$ cat config.mk
export PLATFORM = sky130hd
export DESIGN_NAME = conv_encoder
export DESIGN_NICKNAME = d
export VERILOG_FILES = /design/src/rtl/conv_pkg.sv /design/src/rtl/conv_sym_gen.sv /design/src/rtl/conv_encoder.sv
export SDC_FILE = /design/constraint.sdc
export NUM_CORES = 1
export LEC_CHECK = 0
export BUFFER_PORTS_ARGS = -buffer_cell sky130_fd_sc_hd__clkbuf_2
export CORE_AREA = 2 2 39 41
export CTS_CLUSTER_SIZE = 16
export DETAILED_ROUTE_END_ITERATION = 6
export DIE_AREA = 0 0 41 43
export PLACE_DENSITY = 0.59
export SETUP_SLACK_MARGIN = 0.15
export SKIP_LAST_GASP = 1
export SYNTH_ARGS = -nofsm -noshare
export SYNTH_HDL_FRONTEND = slang
export SYNTH_HIERARCHICAL = 1
export SYNTH_SLANG_ARGS = --single-unit
$ cat constraint.sdc
create_clock -name clk -period 3.5 [get_ports clk]
set_input_delay 0.525 -clock clk [delete_from_list [all_inputs] [get_ports clk]]
set_output_delay 0.525 -clock clk [all_outputs]
set_load 0.005 [all_outputs]
$ cat src/rtl/conv_pkg.sv
// Shared constants for the K=3 rate-1/2 convolutional code, used by both the
// encoder and the Viterbi decoder so their generators always agree.
package conv_pkg;

  localparam int K = 3;

  localparam logic [K-1:0] G0_DEF = 3'b111;
  localparam logic [K-1:0] G1_DEF = 3'b101;

  typedef enum logic [1:0] {
    RUN   = 2'd0,
    TAIL1 = 2'd1,
    TAIL2 = 2'd2
  } enc_state_t;

  // Tap vector is {current input, d-1, d-2}; output is the mod-2 sum of taps.
  function automatic logic gen_parity(input logic [K-1:0] g, input logic [K-1:0] taps);
    return ^(g & taps);
  endfunction

endpackage

$ cat src/rtl/conv_sym_gen.sv
// Combinational symbol generator: (u, sr) -> {g0, g1}. The decoder instantiates
// this same block to build its expected branch symbols.
module conv_sym_gen
  import conv_pkg::*;
#(
  parameter logic [K-1:0] G0 = G0_DEF,
  parameter logic [K-1:0] G1 = G1_DEF
) (
  input  logic         u,
  input  logic [K-2:0] sr,
  output logic [1:0]   sym
);

  logic [K-1:0] w_taps;

  assign w_taps = {u, sr};
  assign sym[1] = gen_parity(G0, w_taps);
  assign sym[0] = gen_parity(G1, w_taps);

endmodule

$ cat src/rtl/conv_encoder.sv
// Framed rate-1/2 K=3 convolutional encoder with a one-deep output register and
// two zero tail bits per frame so the decoder trellis ends in state 00.
module conv_encoder
  import conv_pkg::*;
#(
  parameter logic [K-1:0] G0 = G0_DEF,
  parameter logic [K-1:0] G1 = G1_DEF
) (
  input  logic       clk,
  input  logic       rst_n,
  input  logic       in_bit,
  input  logic       in_valid,
  input  logic       in_last,
  output logic       in_ready,
  output logic [1:0] out_sym,
  output logic       out_valid,
  output logic       out_last,
  input  logic       out_ready
);

  enc_state_t   r_state;
  enc_state_t   w_state_next;
  logic [K-2:0] r_sr;
  logic [1:0]   r_out_sym;
  logic         r_out_valid;
  logic         r_out_last;

  logic         w_slot_free;
  logic         w_load;
  logic         w_u;
  logic         w_sym_last;
  logic         w_in_ready;
  logic [1:0]   w_sym;

  // The output register can take a new symbol if empty or being drained now.
  assign w_slot_free = !r_out_valid || out_ready;

  always_ff @(posedge clk or negedge rst_n) begin
    if (!rst_n) begin
      r_state <= RUN;
    end else begin
      r_state <= w_state_next;
    end
  end

  always_comb begin
    w_state_next = r_state;
    unique case (r_state)
      RUN: begin
        if (in_valid && w_slot_free && in_last) begin
          w_state_next = TAIL1;
        end
      end
      TAIL1: begin
        if (w_slot_free) begin
          w_state_next = TAIL2;
        end
      end
      TAIL2: begin
        if (w_slot_free) begin
          w_state_next = RUN;
        end
      end
      default: w_state_next = RUN;
    endcase
  end

  always_comb begin
    w_in_ready = 1'b0;
    w_load     = 1'b0;
    w_u        = 1'b0;
    w_sym_last = 1'b0;
    unique case (r_state)
      RUN: begin
        w_in_ready = w_slot_free;
        w_load     = in_valid && w_slot_free;
        w_u        = in_bit;
      end
      TAIL1: begin
        w_load = w_slot_free;
      end
      TAIL2: begin
        w_load     = w_slot_free;
        w_sym_last = 1'b1;
      end
      default: begin
        w_in_ready = 1'b0;
      end
    endcase
  end

  conv_sym_gen #(
    .G0(G0),
    .G1(G1)
  ) u_sym_gen (
    .u   (w_u),
    .sr  (r_sr),
    .sym (w_sym)
  );

  // sr only advances on a load, so a stalled output also freezes the trellis.
  always_ff @(posedge clk or negedge rst_n) begin
    if (!rst_n) begin
      r_sr        <= '0;
      r_out_sym   <= 2'b00;
      r_out_valid <= 1'b0;
      r_out_last  <= 1'b0;
    end else if (w_load) begin
      r_sr        <= {w_u, r_sr[K-2:1]};
      r_out_sym   <= w_sym;
      r_out_valid <= 1'b1;
      r_out_last  <= w_sym_last;
    end else if (out_ready) begin
      r_out_valid <= 1'b0;
      r_out_last  <= 1'b0;
    end
  end

  assign in_ready  = w_in_ready;
  assign out_sym   = r_out_sym;
  assign out_valid = r_out_valid;
  assign out_last  = r_out_last;

endmodule
# Word-level counts from Yosys, hierarchy flattened
# Index checks and enable logic that the tools add are counted.
# W data, S select, Z words.
# word_totals
output_inout_bits	5
elab_cells	31
regBits	8
input_bits	6
# op_classes
reduce_logical	10
n_eq_ne	5
n_mux	11
# op_table
operator	count
$mux W1	6
$mux W2	3
$ne A2 B2 Y1 const B	3
$pmux W2 S3	1
$reduce_xor A3 Y1	2
$reduce_and A3 Y1	1
$eq A2 B1 Y1 const B	1
$eq A2 B2 Y1 const B	1
$logic_and A1 B1 Y1	2
$logic_not A2 Y1	1
$pmux W1 S2	1
$reduce_bool A2 Y1	1
$reduce_or A2 Y1	1
$logic_not A1 Y1	1
$logic_or A1 B1 Y1	1

# Logic depth before layout (Yosys ltp)
# Gate-level depths: netlist (run 1).
# logic_depth
depth_word	6
depth_mapped	5
mapped_depth_nobuf	5

# By module
# Netlist (run 1), hierarchy kept.
# by_module_without_submodules
mod	area_per_inst_um2	cells_per_inst	seq_area_each_um2	instances
conv_encoder	490.5	42	200.2	1
conv_sym_gen	32.5	2	0.0	1

# Worst setup path before layout (run 1)
# No wires, ideal clock.
# synth_timing
path_kind	register to register
from	reg r_state[0]
to	reg r_out_sym[1], in the netlist out_sym[1]
stages_incl_launch_ff	6
path_buffers	0
setup_ns	0.125
synth_period_minus_slack_ns	1.486
arrival_time_ns	1.361
setup_slack_ns	2.014
required_time_ns	3.375
cell_sequence	dfrtp_1 -> inv_1 -> ha_1 -> and2_1 -> xor3_1 -> mux2_2
# synth_via
elab_chain_cells	3
elab_cells_between_ends	7
cone_classes	eq/ne: 2; mux: 2; reduce/logical: 3
# synth_lines
element	line	source
start, declared	conv_encoder.sv:21	enc_state_t r_state;
start signal, assigned	conv_encoder.sv:42	r_state <= w_state_next;
$logic_not A2 Y1	conv_encoder.sv:73	unique case (r_state)
$mux W1	conv_encoder.sv:73	
named net w_u	conv_encoder.sv:30	logic w_u;
$reduce_xor A3 Y1	conv_pkg.sv:18	return ^(g & taps);
named net w_sym[1]	conv_encoder.sv:33	logic [1:0] w_sym;
end signal, assigned	conv_encoder.sv:110	r_out_sym <= w_sym;
end, declared	conv_encoder.sv:24	logic [1:0] r_out_sym;
# The timed path passes the listed nets, and every way through them passes these cells.
# A chain may end at the register's enable or synchronous reset.

# Worst setup path in the final report (run 1)
# layout_timing
from	reg r_state[0]
to	out in_ready
# layout_via
elab_chain_cells	2
# layout_lines
element	line	source
$logic_not A2 Y1	conv_encoder.sv:73	
$mux W1	conv_encoder.sv:73	
end, declared	conv_encoder.sv:14	output logic in_ready,
# No other way between the ends.

==> results of run 1 <==
==> power groups by stage <==
stage / clock, mW / combinational, mW / sequential (mW)
floorplan: 0 / 0.230 / 0.166
global placement: 0 / 0.301 / 0.170
detailed placement: 0 / 0.308 / 0.171
CTS: 0.0712 / 0.312 / 0.170
global route: 0.0775 / 0.344 / 0.177
finish: 0.0692 / 0.305 / 0.169
==> Yosys cell counts (all sizes together) <==
cell type / n
ha: 6
o21ai: 5
nand4: 2
mux2: 5
nand2: 1
a21oi: 1
o21ba: 1
inv: 2
nor2: 1
xor3: 1
nand2b: 1
nor2b: 1
nor3: 1
o211ai: 2
and2b: 3
xor2: 1
and2: 2
dfrtp: 8
==> kinds of logic after synthesis <==
| logic type | count (synthesis) |
|---|---|
| AND/OR/NAND/NOR | 12 |
| AO/OA/AOI/OAI | 9 |
| buffers and inverters | 2 |
| XOR/XNOR | 2 |
| adder cells (fa/ha/maj) | 6 |
| multiplexers | 5 |
| flip-flops | 8 |
==> per-layer routing <==
layer / global-route usage, % / share of wire (%) / up-vias
met5: 0 / 0 / -
met3: 1.57 / 5.0 / 2
met4: 6.00 / 1.5 / 0
li1: - / - / 184
met1: 17.5 / 40 / 183
met2: 24.4 / 53 / 9
==> sequential cells by signal, indices dropped and copies added (netlist names) <==
| signal | flops |
|---|---|
| r_sr | 2 |
| out_last | 1 |
| out_sym | 2 |
| r_state | 2 |
| out_valid | 1 |
==> final cells by class <==
type                    count  area share [%]
well taps                  16            3.25
repair buffers             10            8.13
inverters                   2            1.22
flip-flops and latches      8            32.5
clock buffers               3            3.66
multi-input cells          34            51.2
==> critical path: stages, from the launching register on <==
cell      delay (ns)
dfrtp_1         0.43
inv_1           0.12
ha_1            0.28
and2_1          0.16
clkbuf_2        0.10
==> stage by stage <==
step	power (mW)	cells
after floorplan	0.396	44
after global placement	0.471	70
after detailed placement	0.479	70
after CTS	0.553	73
after global routing	0.599	73
final	0.543	73
==> worst paths after layout <==
check | slack [ns] | depth (start not counted) | endpoint | start
setup / recovery | 1.64 | 4 | in_ready | r_state[0]$_DFFE_PN0P_
hold / removal | 0.11 | 1 | out_last$_DFFE_PN0P_ | rst_n
setup reg to reg | 1.82 | 5 | out_sym[0]$_DFFE_PN0P_ | r_state[0]$_DFFE_PN0P_
hold reg to reg | 0.51 | 1 | out_sym[1]$_DFFE_PN0P_ | out_sym[1]$_DFFE_PN0P_
max in group asynchronous | 3.21 | 1 | out_sym[1]$_DFFE_PN0P_ | rst_n
min in group clk | 0.51 | 1 | out_sym[1]$_DFFE_PN0P_ | out_sym[1]$_DFFE_PN0P_
==> results by group, run 1 <==
Synthesis
  – Area contributors post-synth: dfrtp_1 38%, ha_1 14%, mux2_2 11%, o21ai_0 4.8%, xor3_1 4.5%
  – Adder-cell share of the synthesized area: 14.4%
  – Simple-Gate Fraction of Synth Area: 17.7%
  – Netlist cell types: 19
  – Post-synthesis sequential area ratio: 38.3%
  – Post-synthesis mux area share: 10.8%
  – Share of the synthesized area in the top cell type: 38.3%
  – Yosys Warn Count: 6
  – Post-synthesis cell count: 44
  – Largest family of logic cells by synthesized area: simple AND/OR/NAND/NOR gates
  – Yosys top cell by area: dfrtp_1
  – Post-Syn Area: 523 um^2
  – Synth Area in Compound Gates: 11.2%
  – Post-synthesis xor/xnor area fraction: 6.22%
  – Syn_area_per_cell: 11.9 um^2
  – Flops & latches, synth: 8
  – Net Count, Synth: 56

Power
  – Static leakage: 0.306 nW
  – Clk network pwr share: 12.7%
  – Pwr/cell area: 882 nW/um^2
  – Switching share of power: 37.4%
  – Int Power: 340 uW
  – Sw power: 203 uW
  – Peak VDD IR: 0.262 mV
  – Combinational Power Share: 56.1%
  – Sequential power share: 31.1%

CTS
  – Post-CTS setup buffer count: 0
  – Sink Count: 8
  – CTS resizes: 0
  – Clock-pin transition on the worst setup and hold timing paths: 0.06 ns
  – Post-CTS Hold Buffers: 0
  – CTS Buffer Depth: 2
  – CTS tree: done
  – H-tree depth: 1
  – CTS Root Buffer Type: clkbuf_4
  – CTS Buf Count: 3
  – Clock latency on the worst-skew pair: 0.25 ns

GRT
  – Grt ovf: 0
  – Largest net degree at the start of global routing: 9
  – Initial antenna violation count: 0
  – Global-route wire length before repair: 1740 um
  – Vias in the first global route: 408
  – Total GRT Usage: 14.5%

Placement
  – Port Buffer Count: 10
  – Hpwl dp: 770 um
  – Placed inst area: 593 um^2
  – Post-Place Setup Slack: 1.79 ns
  – Routability cong.: 0.727

Route
  – Wire per inst: 12.8 um
  – Total wire length: 937 um
  – DRT antenna net count: 0
  – # DRC: 0
  – Via count: 378
  – Vias per cell: 5.18
  – Initial DRC Count: 0
  – TritonRoute pass-1 iters: 1

Setup path
  – Worst Setup End Kind: primary output
  – CP Data Required Time: 2.97 ns
  – Critical Path Fanout Max: 6
  – Crit Path Category: register to primary output
  – Critical Path Start Type: register
  – Arr. time, crit path: 1.34 ns

Timing
  – Clock Skew: 0.00221 ns
  – TNS Setup: 0 ns
  – Max Slew Vio Count: 0
  – RSZ-0062 raised after global routing: no
  – Final hold viol count: 0
  – Setup WS post-layout: 1.64 ns
  – Worst slew pin tran: 0.287 ns
  – Final setup fails: 0
  – Fmax: 537 MHz
  – Worst hold margin: 0.113 ns
  – Period utilisation layout: 53.2%
  – Fin crit period: 1.86 ns
  – Relative slew slack: 80.8%

Die
  – Starting density of the core: 37.8%
  – Die Wd: 41 um
  – Row Count: 14
  – Area of the core: 1380 um^2
  – Die H: 43 um
  – Die ar.: 1760 um^2
  – IO Count: 11

Layout
  – Multi-input logic area: 315 um^2
  – FF/Latch Area: 200 um^2
  – Ant diodes: 0
  – Layout cells sized above 1: 40.4%
  – FILL cells: 148
  – Post-route cell area: 616 um^2
  – Commonest non-fill, non-tap cells in the layout: 10 x clkbuf_2, 8 x dfrtp_1, 6 x ha_1, 5 x o21ai_0, 5 x mux2_2
  – Commonest non-fill, non-tap cell in the layout: clkbuf_2
  – Util after Layout: 44.5%
  – Layout area overhead: 17.7%
  – Nets@finish: 71

Job
  – Max Cap Viol: 0

Min path
  – Tightest Hold Check Type: primary input to asynchronous set/reset pin

Run status
  – Outcome: completed
Note: power is estimated with default switching activity, not from simulation.
==> run 2, diff against run 1 <==
--- a/config.mk
+++ b/config.mk
@@ -5,6 +5,7 @@
 export SDC_FILE = /design/constraint.sdc
 export NUM_CORES = 1
 export LEC_CHECK = 0
+export ABC_AREA = 1
 export BUFFER_PORTS_ARGS = -buffer_cell sky130_fd_sc_hd__clkbuf_2
 export CORE_AREA = 2 2 39 41
 export CTS_CLUSTER_SIZE = 16
==> constraint.sdc (replaced) <==
create_clock -name clk -period 1.8 [get_ports clk]
set_input_delay 0.27 -clock clk [delete_from_list [all_inputs] [get_ports clk]]
set_output_delay 0.27 -clock clk [all_outputs]
set_load 0.005 [all_outputs]
==> results by group, run 2 <==
Die
  – Area of the core: 1380 um^2 (unchanged)
  – Die Wd: 41 um (unchanged)
  – Starting density of the core: 38.6% (+0.81 points)
  – Die ar.: 1760 um^2 (unchanged)
  – IO Count: 11 (unchanged)
  – Die H: 43 um (unchanged)
  – Row Count: 14 (unchanged)

Route
  – Initial DRC Count: 6 (+6)
  – Total wire length: 948 um (+1.2%)
  – # DRC: 0 (unchanged)
  – TritonRoute pass-1 iters: 4 (+3)
  – DRT antenna net count: 0 (unchanged)
  – Via count: 450 (+19%)
  – Vias per cell: 4.46 (-14%)
  – Wire per inst: 9.39 um (-27%)

Layout
  – Layout cells sized above 1: 34.1% (-6.2 points)
  – Commonest non-fill, non-tap cell in the layout: nand2_1
  – Multi-input logic area: 289 um^2 (-8.3%)
  – Commonest non-fill, non-tap cells in the layout: 26 x nand2_1, 10 x clkbuf_2, 7 x inv_1, 7 x nand3_1, 7 x dfrtp_1
  – Nets@finish: 99 (+39%)
  – FILL cells: 144 (-2.7%)
  – Layout area overhead: 21.8%
  – FF/Latch Area: 201 um^2 (+0.62%)
  – Ant diodes: 0 (unchanged)
  – Post-route insts no fill: 101 (+38%)

Power
  – Peak VDD IR: 0.707 mV (+170%)
  – Sw power: 485 uW (+140%)
  – Sequential power share: 31.5% (+0.4 points)
  – Tot Pwr: 1.07 mW (+96%)
  – Static leakage: 0.384 nW (+26%)
  – Clk network pwr share: 12.6% (about the same)
  – Combinational Power Share: 55.9% (-0.2 points)
  – Switching share of power: 45.4% (+8.1 points)
  – Int Power: 582 uW (+71%)
  – Pwr/cell area: 1640 nW/um^2 (+86%)

CTS
  – CTS Root Buffer Type: clkbuf_4
  – CTS Buffer Depth: 2 (unchanged)
  – Clock-pin transition on the worst setup and hold timing paths: 0.06 ns (about the same)
  – Sink Count: 8 (unchanged)
  – CTS Buf Count: 3 (unchanged)
  – CTS tree: done
  – Clock latency on the worst-skew pair: 0.25 ns (about the same)
  – H-tree depth: 1 (unchanged)

GRT
  – Initial antenna violation count: 0 (unchanged)
  – Global-route wire length before repair: 1590 um (-8.7%)
  – Vias in the first global route: 422 (+3.4%)
  – Largest net degree at the start of global routing: 9 (unchanged)
  – Total GRT Usage: 13.5% (-1.0 points)
  – Grt ovf: 0 (unchanged)

Synthesis
  – Commonest cells post-synth: 26 x nand2_1, 9 x inv_1, 8 x dfrtp_1, 7 x nand3_1, 6 x ha_1
  – Number of synthesized flops with an enable pin: 0 (unchanged)
  – Yosys top cell by area: dfrtp_1
  – Top-count cell post-synth: nand2_1
  – Area contributors post-synth: dfrtp_1 37%, nand2_1 18%, ha_1 14%, nand3_1 6.6%, inv_1 6.3%
  – Netlist cell types: 14 (-5)
  – Post-synthesis sequential area ratio: 37.5% (-0.81 points)
  – Prevailing post-synth register cell: dfrtp_1
  – Syn_area_per_cell: 7.52 um^2 (-37%)
  – Ys async rst share: 100% (unchanged)
  – Post-synthesis cell count: 71 (+61%)
  – Flops & latches, synth: 8 (unchanged)
  – Post-Syn Area: 534 um^2 (+2.2%)
  – Net Count, Synth: 83 (+48%)
  – Share of the synthesized area in the top cell type: 37.5% (-0.81 points)
  – Yosys Warn Count: 6 (unchanged)

Placement
  – Routability cong.: 0.727 (about the same)
  – Hpwl dp: 757 um (-1.7%)
  – Post-Place Setup Slack: 0.417 ns (-1.37 ns)
  – Placed instance count: 97 (+39%)
  – Port Buffer Count: 10 (unchanged)

Setup path
  – Critical Path Start Type: register
  – Arr. time, crit path: 1.24 ns (-0.10 ns)
  – Cell chain of the critical path: inv_2, ha_4, inv_1, nor2_1, clkbuf_2
  – Largest stage delay, worst path: 0.44 ns (about the same)
  – Critical Path Fanout Max: 5 (-1)
  – Worst Setup End Kind: primary output
  – CP Data Required Time: 1.53 ns (-1.44 ns)
  – Crit Path Category: register to primary output
  – Crit-path slowest cell: dfrtp_2

Timing
  – Worst slew pin tran: 0.207 ns (-0.0805 ns)
  – Fin crit period: 1.51 ns
  – RSZ-0062 raised after global routing: no
  – Final hold viol count: 0 (unchanged)
  – Max Slew Vio Count: 0 (unchanged)
  – Setup WS post-layout: 0.288 ns (-1.35 ns)
  – Period utilisation layout: 84.0%
  – Worst hold margin: 0.279 ns (+0.165 ns)
  – TNS Setup: 0 ns (unchanged)
  – Relative slew slack: 86.2% (+5.4 points)
  – Clock Skew: 0.00784 ns (+0.00562 ns)
  – Fmax: 661 MHz
  – Final setup fails: 0 (unchanged)

Job
  – Max Cap Viol: 0 (unchanged)

Run status
  – Outcome: completed

Min path
  – Tightest Hold Check Type: primary input to register
-- run 2: timing repair --
item	in CTS	in global routing
endpoints found under the setup margin	0	1
hold buffers	1	0
resized for setup	0	5
setup buffers	0	0
hold endpoints to repair	8	0
-- run 2: per-layer routing --
layer	wire, um	up-vias	track usage (%)
li1	-	240	-
met1	448	208	16.5
met2	491	2	20.3
met3	7	0	3.14
met4	0	0	8.00
met5	0	-	0
-- run 2: power groups by stage --
| stage | registers [mW] | logic (mW) | clock network (mW) |
|---|---|---|---|
| after global routing | 0.348 | 0.689 | 0.152 |
| after global placement | 0.330 | 0.561 | 0 |
| after detailed placement | 0.335 | 0.562 | 0 |
| after CTS | 0.332 | 0.571 | 0.141 |
| after floorplan | 0.327 | 0.423 | 0 |
| final | 0.335 | 0.596 | 0.135 |
-- run 2: area by class of cell --
cell class	instances	area share [%]
Clock buffer	3	3.46
Inverter	15	8.85
Multi-Input combinational cell	48	44.4
Sequential cell	8	31.0
Tap cell	16	3.08
Timing Repair Buffer	11	9.23
-- run 2: cell families (layout without fill, tap and decap cells) --
logic type | Yosys count | count (layout) | share of synthesized area [%]
buffers and inverters | 15 | 29 | 10.8
adder cells (fa/ha/maj) | 6 | 6 | 14.1
flip-flops | 8 | 8 | 37.5
AO/OA/AOI/OAI | 1 | 1 | 0.936
AND/OR/NAND/NOR | 41 | 41 | 36.8
-- run 2: final timing paths --
check | from | end | slack [ns] | cells after the start
worst min register to register | out_sym[0]$_DFFE_PN0P_ | out_sym[0]$_DFFE_PN0P_ | 0.48 | 2
worst min-delay path | in_bit | r_sr[1]$_DFFE_PN0P_ | 0.28 | 3
worst max register to register | r_state[0]$_DFFE_PN0P_ | out_sym[1]$_DFFE_PN0P_ | 0.51 | 9
worst max-delay path | r_state[0]$_DFFE_PN0P_ | in_ready | 0.29 | 5
max in group asynchronous | rst_n | r_state[0]$_DFFE_PN0P_ | 1.21 | 2
min in group asynchronous | rst_n | r_sr[1]$_DFFE_PN0P_ | 0.40 | 2
-- run 2: through the flow --
step	area [um^2]	util, %
global placement	604	43.7
floorplan	534	-
CTS	637	46.0
global route	651	47.0
detailed placement	604	43.7
finish	651	47.0
-- run 2: worst max-delay path: cells and delay by family (launching register included) --
family / cells / cell delay (ns)
AND/OR/NAND/NOR: 1 / 0.11
flip-flops: 1 / 0.44
adder cells (fa/ha/maj): 1 / 0.16
buffers and inverters: 3 / 0.29
